## src/rtl/memory_stage.sv

```systemverilog
// EX/MEM pipeline register plus data-memory access unit: one req/ack transaction
// per load/store, store lane alignment and load extension.
module memory_stage #(
    parameter int unsigned XLEN = 32
) (
    input  logic            clk,
    input  logic            rst_n,
    input  logic            RegWriteE,
    input  logic            MemWriteE,
    input  logic [1:0]      ResultSrcE,
    input  logic [2:0]      Funct3E,
    input  logic [4:0]      RdE,
    input  logic [XLEN-1:0] ALUResultE,
    input  logic [XLEN-1:0] WriteDataE,
    input  logic [XLEN-1:0] PCPlus4E,
    input  logic            FlushM,
    output logic            RegWriteM,
    output logic [1:0]      ResultSrcM,
    output logic [4:0]      RdM,
    output logic [XLEN-1:0] ALUResultM,
    output logic [XLEN-1:0] PCPlus4M,
    output logic [XLEN-1:0] ReadDataM,
    output logic            BusyM,
    output logic            FaultM,
    output logic            DMemReq,
    output logic            DMemWe,
    output logic [XLEN-1:0] DMemAddr,
    output logic [3:0]      DMemBe,
    output logic [XLEN-1:0] DMemWData,
    input  logic            DMemAck,
    input  logic [XLEN-1:0] DMemRData
);
    typedef enum logic {IDLE = 1'b0, ACCESS = 1'b1} state_e;

    state_e          state_q, state_d;
    logic            regwrite_q, memwrite_q, fault_q;
    logic [1:0]      resultsrc_q;
    logic [2:0]      funct3_q;
    logic [4:0]      rd_q;
    logic [XLEN-1:0] alu_q, wdata_q, pc4_q, rdata_q;

    logic            memop_e, misalign_e, fault_e, access_c;
    logic [7:0]      lane_b;
    logic [15:0]     lane_h;
    logic [XLEN-1:0] load_ext, store_data;
    logic [3:0]      store_be;

    // Classify the incoming Execute op; illegal sizes count as misaligned.
    always_comb begin
        memop_e = MemWriteE || (ResultSrcE == 2'b01);
        case (Funct3E)
            3'b000, 3'b100: misalign_e = 1'b0;
            3'b001, 3'b101: misalign_e = ALUResultE[0];
            3'b010:         misalign_e = |ALUResultE[1:0];
            default:        misalign_e = 1'b1;
        endcase
        fault_e = memop_e && misalign_e;
    end

    always_ff @(posedge clk or negedge rst_n) begin
        if (!rst_n) state_q <= IDLE;
        else        state_q <= state_d;
    end

    always_comb begin
        state_d = state_q;
        case (state_q)
            IDLE:    if (!FlushM && memop_e && !fault_e) state_d = ACCESS;
            ACCESS:  if (DMemAck) state_d = IDLE;
            default: state_d = IDLE;
        endcase
    end

    assign access_c = (state_q == ACCESS);

    // M register: captures only while idle, so an outstanding access holds it.
    always_ff @(posedge clk or negedge rst_n) begin
        if (!rst_n) begin
            regwrite_q  <= 1'b0;
            memwrite_q  <= 1'b0;
            fault_q     <= 1'b0;
            resultsrc_q <= '0;
            funct3_q    <= '0;
            rd_q        <= '0;
            alu_q       <= '0;
            wdata_q     <= '0;
            pc4_q       <= '0;
        end else if (!access_c) begin
            if (FlushM) begin
                regwrite_q  <= 1'b0;
                memwrite_q  <= 1'b0;
                fault_q     <= 1'b0;
                resultsrc_q <= '0;
                funct3_q    <= '0;
                rd_q        <= '0;
                alu_q       <= '0;
                wdata_q     <= '0;
                pc4_q       <= '0;
            end else begin
                regwrite_q  <= RegWriteE && !fault_e;
                memwrite_q  <= MemWriteE;
                fault_q     <= fault_e;
                resultsrc_q <= ResultSrcE;
                funct3_q    <= Funct3E;
                rd_q        <= RdE;
                alu_q       <= ALUResultE;
                wdata_q     <= WriteDataE;
                pc4_q       <= PCPlus4E;
            end
        end
    end

    // Load lane select and extension from the acknowledged read word.
    always_comb begin
        lane_b = DMemRData[{alu_q[1:0], 3'b000} +: 8];
        lane_h = alu_q[1] ? DMemRData[31:16] : DMemRData[15:0];
        case (funct3_q)
            3'b000:  load_ext = {{(XLEN-8){lane_b[7]}}, lane_b};
            3'b001:  load_ext = {{(XLEN-16){lane_h[15]}}, lane_h};
            3'b100:  load_ext = {{(XLEN-8){1'b0}}, lane_b};
            3'b101:  load_ext = {{(XLEN-16){1'b0}}, lane_h};
            default: load_ext = DMemRData;
        endcase
    end

    always_ff @(posedge clk or negedge rst_n) begin
        if (!rst_n)                              rdata_q <= '0;
        else if (access_c && DMemAck && !memwrite_q) rdata_q <= load_ext;
    end

    // Store lane placement; enables only asserted for an active write.
    always_comb begin
        case (funct3_q[1:0])
            2'b00: begin
                store_be   = 4'(4'b0001 << alu_q[1:0]);
                store_data = {4{wdata_q[7:0]}};
            end
            2'b01: begin
                store_be   = alu_q[1] ? 4'b1100 : 4'b0011;
                store_data = {2{wdata_q[15:0]}};
            end
            default: begin
                store_be   = 4'b1111;
                store_data = wdata_q;
            end
        endcase
        if (!(access_c && memwrite_q)) store_be = 4'b0000;
    end

    assign RegWriteM  = regwrite_q;
    assign ResultSrcM = resultsrc_q;
    assign RdM        = rd_q;
    assign ALUResultM = alu_q;
    assign PCPlus4M   = pc4_q;
    assign ReadDataM  = rdata_q;
    assign FaultM     = fault_q;
    assign BusyM      = access_c;
    assign DMemReq    = access_c;
    assign DMemWe     = access_c && memwrite_q;
    assign DMemAddr   = {alu_q[XLEN-1:2], 2'b00};
    assign DMemBe     = store_be;
    assign DMemWData  = store_data;
endmodule

```

## config.mk

```make
export PLATFORM = sky130hd
export DESIGN_NAME = memory_stage
export DESIGN_NICKNAME = d
export VERILOG_FILES = /design/src/rtl/memory_stage.sv
export SDC_FILE = /design/constraint.sdc
export NUM_CORES = 1
export LEC_CHECK = 0
export ABC_AREA = 1
export BUFFER_PORTS_ARGS = -buffer_cell sky130_fd_sc_hd__buf_2
export CORE_AREA = 2 2 125 127
export DETAILED_ROUTE_END_ITERATION = 6
export DIE_AREA = 0 0 127 129
export GPL_TIMING_DRIVEN = 0
export PLACE_DENSITY = 0.79
export SLEW_MARGIN = 20
export SYNTH_ARGS = -nofsm -noshare
export SYNTH_HDL_FRONTEND = slang
export SYNTH_SLANG_ARGS = --single-unit
```

## constraint.sdc

```tcl
create_clock -name clk -period 4.1 [get_ports clk]
set_clock_uncertainty 0.2 [all_clocks]
set_input_delay 0.205 -clock clk [delete_from_list [all_inputs] [get_ports clk]]
set_output_delay 0.205 -clock clk [all_outputs]
set_load 0.02 [all_outputs]
```

### Word-level counts from Yosys, hierarchy flattened

Index checks and enable logic that the tools add are counted.

| cells by class | value |
|---|---|
| equality and inequality tests | 9 |
| shift-type cells | 2 |
| muxes and demuxes | 19 |
| bitwise logic cells | 1 |
| reductions and logical operators | 17 |

Operators with widths:

| cell | number |
|---|---|
| $pmux W32 S4 | 1 |
| $mux W32 | 3 |
| $pmux W32 S2 | 1 |
| $shiftx A32 B6 Y8 | 1 |
| $mux W16 | 1 |
| $eq A3 B3 Y1 const B | 4 |
| $mux W4 | 2 |
| $pmux W4 S2 | 1 |
| $logic_and A1 B1 Y1 | 7 |
| $eq A3 B1 Y1 const B | 2 |
| $logic_not A3 Y1 | 2 |
| $reduce_or A2 Y1 | 3 |
| $mux W1 | 5 |
| $mux W5 | 1 |
| $eq A2 B1 Y1 const B | 2 |
| $shl A1 B2 Y4 const A | 1 |
| $eq A3 B2 Y1 const B | 1 |
| $logic_not A1 Y1 | 3 |
| $mux W3 | 1 |
| $pmux W1 S3 | 1 |
| $logic_not A2 Y1 | 1 |
| $mux W2 | 1 |
| $pmux W1 S2 | 1 |
| $logic_or A1 B1 Y1 | 1 |
| $not A1 Y1 | 1 |

| storage, ports and cells | value |
|---|---|
| bits in registers | 142 |
| input port bits | 144 |
| output and inout bits | 176 |

### Longest topological paths before layout

Gate-level depths: netlist (run 1).

| logic depth | value |
|---|---|
| depth in word-level cells | 8 |
| depth in mapped cells | 10 |

### Worst setup path before layout (run 1)

OpenSTA, ideal clock, no wires.

| path | value |
|---|---|
| kind | register -> output |
| start point | register alu_q[1], in the netlist ALUResultM[1] |
| end point | output port DMemBe[1] |
| arrival | 1.372 ns |
| data required time | 3.695 ns |
| setup slack | 2.323 ns |
| cell stages (with the launch flop) | 5 |
| path buffers | 1 |
| path through | dfrtp_1 > inv_2 > clkbuf_1 > o21ai_0 > a21oi_1 |

| on the way | value |
|---|---|
| word-level cells in the longest chain between the ends | 3 |
| elaborated cells between the ends (all ways) | 4 |
| those cells by class | 1 x shift; 3 x mux |

Ends and longest elaborated chain:

| item | RTL line | RTL |
|---|---|---|
| from (decl) | 40 | `logic [XLEN-1:0] alu_q, wdata_q, pc4_q, rdata_q;` |
| from (signal assigned) | 106 | `alu_q <= ALUResultE;` |
| $mux W4 or $shl A1 B2 Y4 (tied branches) | 139, 135 |  |
| $pmux W4 S2 * | 133 | `case (funct3_q[1:0])` |
| $mux W4 * | 147 | `if (!(access_c && memwrite_q)) store_be = 4'b0000;` |
| to (decl) | 28 | `output logic [3:0] DMemBe,` |

Every way passes the cells marked *; elsewhere a longest branch is shown, timed or not.

### Worst setup path after layout (run 1)

| path | value |
|---|---|
| start point | register funct3_q[0] |
| end point | output port DMemWData[8] |

| on the way | value |
|---|---|
| word-level cells in the longest chain between the ends | 2 |
| elaborated cells between the ends (all ways) | 3 |
| those cells by class | 1 x eq/ne; 1 x mux; 1 x reduce/logical |

Ends and longest elaborated chain:

| item | RTL line | RTL |
|---|---|---|
| from (decl) | 38 | `logic [2:0] funct3_q;` |
| from (signal assigned) | 104 | `funct3_q <= Funct3E;` |
| $eq A2 B1 Y1 or $logic_not A2 Y1 (tied branches) | 133 |  |
| $pmux W32 S2 * | 133 |  |
| to (decl) | 29 | `output logic [XLEN-1:0] DMemWData,` |

Marked as above.

==> impl_metrics.tcl, run 1 <==
set metrics [dict create \
    synthesis.area_um2 6744 \
    finalSetupViolCount 0 \
    cts.sinks 142 \
    clkLatencyLatePin_ns 0.42 \
    cts_tree "yes" \
    worst_hold_path_type "input pin to register" \
    path_class "register to primary output" \
    max-slew-margin-rel_pct 60.84 \
    period_needed_ns 2.507 \
    synth-seq-area-share_pct 52.69 \
    num_io_pins 320 \
    routed_via_density 5.259 \
    die_area_um2 16380 \
    first_global_vias 7623 \
    finalCritPeriodShare_pct 61.15 \
    portBuffers 317 \
    htreeDepth 4 \
    ys_ff_latch 142 \
    r2r-end "ReadDataM[23]$_DFFE_PN0P_" \
    yosysUniqueCellTypes 27 \
    cts_buffers 17 \
    start_util_pct 45.03 \
    drt_iter0_markers 562 \
    min_path_cells 5 \
    ir_drop_mv 0.2744 \
    gp_congestion 0.9421 \
    hp-start "DMemRData[8]" \
    final_cell_mix "buf_2, nand2_1, dfrtp_1" \
    crit_arrival_ns 2.10 \
    wl_met1_um 9955 \
    holdPathEnd "ReadDataM[8]$_DFFE_PN0P_" \
    cts_setup_buffers 0 \
    drc 0 \
    met2_length_um 13070 \
    dr.pass1.iters 7 \
    p_total_mw 5.037 \
    syn_inst 752 \
    yosysWarnings 0 \
    chipWidth_um 127 \
    reg2regPathDepth 8 \
    rrSetupSlack_ns 2.22 \
    wl_met3_um 1947 \
    regArea_um2 3553 \
    tightest_slew_ns 0.5853 \
    synth_area_per_cell_um2 8.968 \
    core-area_um2 14980 \
    dp_hpwl_um 17550 \
    wl_per_cell_um 18.47 \
    top_layer "met4" \
    tns_ns 0 \
    hold_viol_final 0 \
    fmax_mhz 398.9 \
    cts-root-buf "clkbuf_16" \
    cts_resized 0 \
    maxCapViolCount 0 \
    via_count 7531 \
    num_rows 45 \
    cp.required_ns 3.69 \
    final_nets 1374 \
    rsz0062_at_grt "false" \
    status "completed" \
    grt_first_pass_wirelength_um 39860 \
    grt_max_degree 85 \
    finalWirelength_um 26450 \
    detailedPlace.worstSlack_ns 2.100 \
    fillCellCount 1138 \
    grt_usage_pct 31.91 \
    crit_fanout 10 \
    drv_slew 0 \
    layout_setup_ws_ns 1.593 \
    fin_cells 1432 \
    grt_remaining_overflow 0 \
    clkTransAtPathRegs_ns 0.06 \
    start_kind "register" \
    die_h_um 129 \
    postRouteAntennaNets 0 \
    antenna_found_initial 3 \
    layout_commonest_cell "buf_2" \
    crit_path_end_kind "primary output" \
    dp.cells 1259 \
    r2r-start "BusyM$_DFF_PN0_" \
    multiInputGateArea_um2 2338 \
    clock_path_buffers 2 \
    area_growth_pct 56.40 \
    p_leak_nw 5.872 \
    power_density_nw_per_um2 477.5 \
    postCtsHoldBufs 140 \
    layout-drive-gt1-share_pct 35.78 \
]
## cells by family after synthesis
logic type | after synthesis | synth area share [%]
buffers and inverters | 168 | 12.69
DFF | 142 | 52.69
AOI/OAI and AO/OA | 182 | 18.27
and+or+nand+nor | 259 | 16.29
other | 1 | 0.05561
## power by group
part           leakage, nW  total [mW]  switching, mW  internal (mW)
registers             1.81        1.84          0.177           1.67
logic                 3.82        1.77           1.08          0.683
clock network        0.248        1.43          0.632          0.794
## metal layers
metal,vias to the layer above,GRT usage (%)
li1,3401,-
met5,-,0
met1,3540,35.91
met4,0,19.46
met2,467,55.15
met3,123,7.692
## cells in the mapped netlist, drive strengths merged
| cell | n | area share (%) |
|---|---|---|
| a21oi | 43 | 3.2 |
| nand4 | 1 | 0.093 |
| a22o | 76 | 9.9 |
| conb | 1 | 0.056 |
| o21ai | 50 | 3.7 |
| inv | 81 | 4.5 |
| clkbuf | 13 | 0.72 |
| o22ai | 4 | 0.37 |
| nor2 | 21 | 1.3 |
| nand2 | 184 | 10 |
| nand3 | 36 | 2.9 |
| buf | 74 | 7.5 |
| o221ai | 8 | 1.0 |
| nor3 | 1 | 0.074 |
| or2 | 16 | 1.5 |
| a31oi | 1 | 0.093 |
| dfrtp | 142 | 53 |
## through the flow
| stage | area, µm² | utilization [%] | hold WS, ns |
|---|---|---|---|
| global route | 10550 | 70.43 | 0.03634 |
| detailed placement | 8607 | 57.47 | -0.03859 |
| CTS | 10540 | 70.38 | 0.001012 |
| finish | 10550 | 70.43 | 0.03165 |
| global placement | 8569 | 57.22 | 0.2094 |
| floorplan | 6748 | - | -0.2906 |
## worst max-delay path by stage
stage | start | end | depth (start not counted)
finish | funct3_q[0]$_DFFE_PN0N_ | DMemWData[8] | 5
global route | funct3_q[0]$_DFFE_PN0N_ | DMemWData[8] | 5
CTS | funct3_q[0]$_DFFE_PN0N_ | DMemWData[11] | 5
detailed placement | funct3_q[0]$_DFFE_PN0N_ | DMemWData[11] | 5
global placement | rst_n | ALUResultM[30]$_DFFE_PN0N_ | 1
floorplan | ALUResultM[1]$_DFFE_PN0N_ | DMemBe[1] | 4
## final cells by class
type,count,share of cell area [%]
repair buffers,458,28.68
inverters,81,2.883
plain buffers,87,5.231
clock buffers,20,4.235
well taps,188,2.230
multi-input cells,443,22.17
diodes,3,0.07117
clock inverters,10,0.8066
flip-flops and latches,142,33.69
## worst max-delay path, cell delays in order (launching register included)
cell,delay [ns]
dfrtp_1,0.42
nor2_1,0.47
buf_2,0.31
nand2_1,0.10
o21ai_0,0.15
buf_2,0.23
## flip-flops by register name (all words and copies together) (netlist names)
| signal | cells |
|---|---|
| PCPlus4M | 32 |
| BusyM | 1 |
| ALUResultM | 32 |
| funct3_q | 3 |
| memwrite_q | 1 |
| FaultM | 1 |
| ReadDataM | 32 |
| wdata_q | 32 |
| RdM | 5 |
| RegWriteM | 1 |
| ResultSrcM | 2 |
Power figures use the tool's default switching activity.
==> run 2: changes to the inputs <==
--- a/config.mk
+++ b/config.mk
@@ -7,11 +7,11 @@
 export LEC_CHECK = 0
 export ABC_AREA = 1
 export BUFFER_PORTS_ARGS = -buffer_cell sky130_fd_sc_hd__buf_2
-export CORE_AREA = 2 2 125 127
+export CORE_MARGIN = 2
+export CORE_UTILIZATION = 47
 export DETAILED_ROUTE_END_ITERATION = 6
-export DIE_AREA = 0 0 127 129
 export GPL_TIMING_DRIVEN = 0
-export PLACE_DENSITY = 0.79
+export PLACE_DENSITY = 0.82
 export SLEW_MARGIN = 20
 export SYNTH_ARGS = -nofsm -noshare
 export SYNTH_HDL_FRONTEND = slang
==> constraint.sdc (replaced) <==
create_clock -name clk -period 2.5 [get_ports clk]
set_clock_uncertainty 0.2 [all_clocks]
set_input_delay 0.125 -clock clk [delete_from_list [all_inputs] [get_ports clk]]
set_output_delay 0.125 -clock clk [all_outputs]
set_load 0.02 [all_outputs]
==> run 2 against run 1 <==
Against the previous run:
- core utilization increased by 5.9 points
- die area fell by 6.5%
- combinational power is 65% higher
- global-route usage grew 4.2 points
- worst setup slack got worse by 1.4 ns
- highest routed layer unchanged
- non-clock buffer count up 9
- power up 66%
- wire length up 3.4%
==> impl_metrics.tcl, run 2 (synthesis gave the netlist of run 1 again) <==
set metrics [dict create \
    via_count 7715 \
    finalCritPeriodShare_pct 94.24 \
    die_h_um 123.8 \
    chipWidth_um 123.8 \
    crit_path_end_kind "primary output" \
    crit_start "funct3_q[1]$_DFFE_PN0N_" \
    fmax_mhz 424.5 \
    final_nets 1383 \
    die_area_um2 15320 \
    tns_ns 0 \
    core-area_um2 13930 \
    rsz0062_at_grt "false" \
    cts_buffers 17 \
    r2r-end "ReadDataM[4]$_DFFE_PN0P_" \
    sw_frac_of_total_pct 37.88 \
    num_rows 43 \
    worst_hold_path_type "input pin to async pin" \
    postRouteAntennaNets 0 \
    cp.required_ns 2.17 \
    pwr-share-clk_pct 28.5 \
    met2_usage_pct 60.82 \
    p_int_mw 5.181 \
    reg2regPathDepth 8 \
    wl_per_cell_um 19.10 \
    antenna_found_initial 1 \
    cts-root-buf "clkbuf_16" \
    ir_drop_mv 0.4447 \
    max-slew-margin-rel_pct 52.14 \
    finalSetupViolCount 0 \
    start_kind "register" \
    clkLatencyLatePin_ns 0.42 \
    grt_remaining_overflow 0 \
    period_needed_ns 2.356 \
    first_global_vias 7849 \
    r2r-start "BusyM$_DFF_PN0_" \
    grt_max_degree 75 \
    detailedPlace.worstSlack_ns 0.5887 \
    seqPwrFrac_pct 36.4 \
    final_util_pct 76.35 \
    drt_iter0_markers 629 \
    crit_fanout 10 \
    grt_first_pass_wirelength_um 41400 \
    use_met1_pct 42.11 \
    p_leak_nw 5.929 \
    combPwrFrac_pct 35.1 \
    power_density_nw_per_um2 783.9 \
    finalWirelength_um 27350 \
    p_sw_mw 3.159 \
    routed_via_density 5.388 \
    clock_path_buffers 2 \
    cts_tree "yes" \
    final_cell_mix "buf_2, nand2_1, dlygate4sd3_1" \
    crit_arrival_ns 2.03 \
    drc 0 \
    endpoint "DMemWData[8]" \
    hold_viol_final 0 \
    cts.sinks 142 \
    maxCapViolCount 0 \
    dr.pass1.iters 5 \
    grt_busiest_layer "met2" \
    rrSetupSlack_ns 0.15 \
    cts_setup_buffers 0 \
    num_io_pins 320 \
    drv_slew 0 \
    htreeDepth 4 \
    layout_setup_ws_ns 0.1441 \
    clkTransAtPathRegs_ns 0.06 \
    grt_usage_pct 36.07 \
    start_util_pct 48.40 \
    status "completed" \
    path_class "register to primary output" \
    globalRouteMet3Util_pct 7.921 \
    dp_hpwl_um 17120 \
    area_growth_pct 57.76 \
    gp_congestion 0.9534 \
    tightest_slew_ns 0.7179 \
    layout_commonest_cell "buf_2" \
    layout-drive-gt1-share_pct 35.73 \
    portBuffers 317 \
]
run 2: worst max-delay path: stages, from the launching register on:
cell	delay, ns
dfrtp_1	0.41
nor2_1	0.45
buf_2	0.31
nand2_1	0.09
o21ai_0	0.13
buf_2	0.23
run 2: worst min path at each step:
| stage | from | end | cells after the start |
|---|---|---|---|
| detailed placement | rst_n | wdata_q[24]$_DFFE_PN0N_ | 1 |
| floorplan | rst_n | ALUResultM[0]$_DFFE_PN0N_ | 0 |
| global route | rst_n | wdata_q[8]$_DFFE_PN0N_ | 2 |
| global placement | DMemAck | BusyM$_DFF_PN0_ | 2 |
| CTS | FlushM | ALUResultM[2]$_DFFE_PN0N_ | 4 |
| finish | rst_n | wdata_q[8]$_DFFE_PN0N_ | 2 |
run 2: repair_timing:
item,CTS,global route
hold buffers,149,0
endpoints found under the setup margin,0,1
hold endpoints to repair,283,0
gates resized for setup,0,1
run 2: metrics by stage:
stage	instance area (µm²)	std cells	hold WS [ns]	power, mW
finish	10640	1432	0.05222	8.340
global route	10640	1432	0.1059	8.721
CTS	10630	1431	0.04601	8.211
detailed placement	8597	1251	-0.08394	5.684
global placement	8559	1250	0.1220	5.630
floorplan	6748	753	-0.3706	4.666
run 2: routing by layer:
| layer | wire length (µm) | up-vias |
|---|---|---|
| met3 | 2330 | 134 |
| met1 | 9830 | 3624 |
| met4 | 1626 | 0 |
| li1 | - | 3426 |
| met2 | 13560 | 531 |
| met5 | 0 | - |
run 2: power groups by stage:
stage	Sequential [mW]	Clock, mW	Combinational (mW)
3_3_place_gp	3.02	0	2.61
4_1_cts	3.00	2.37	2.85
5_1_grt	3.07	2.49	3.16
3_5_place_dp	3.03	0	2.66
6_report	3.04	2.38	2.92
2_1_floorplan	3.46	0	1.21
run 2: layout make-up:
type	count	area, µm²
Buffer	87	551.8
Fill cell	929	3296
Sequential cell	142	3553
Multi-Input combinational cell	443	2341
Antenna cell	1	2.502
Clock buffer	19	442.9
Inverter	81	304.0
Tap cell	180	225.2
Timing Repair Buffer	467	3115
Clock inverter	12	102.6
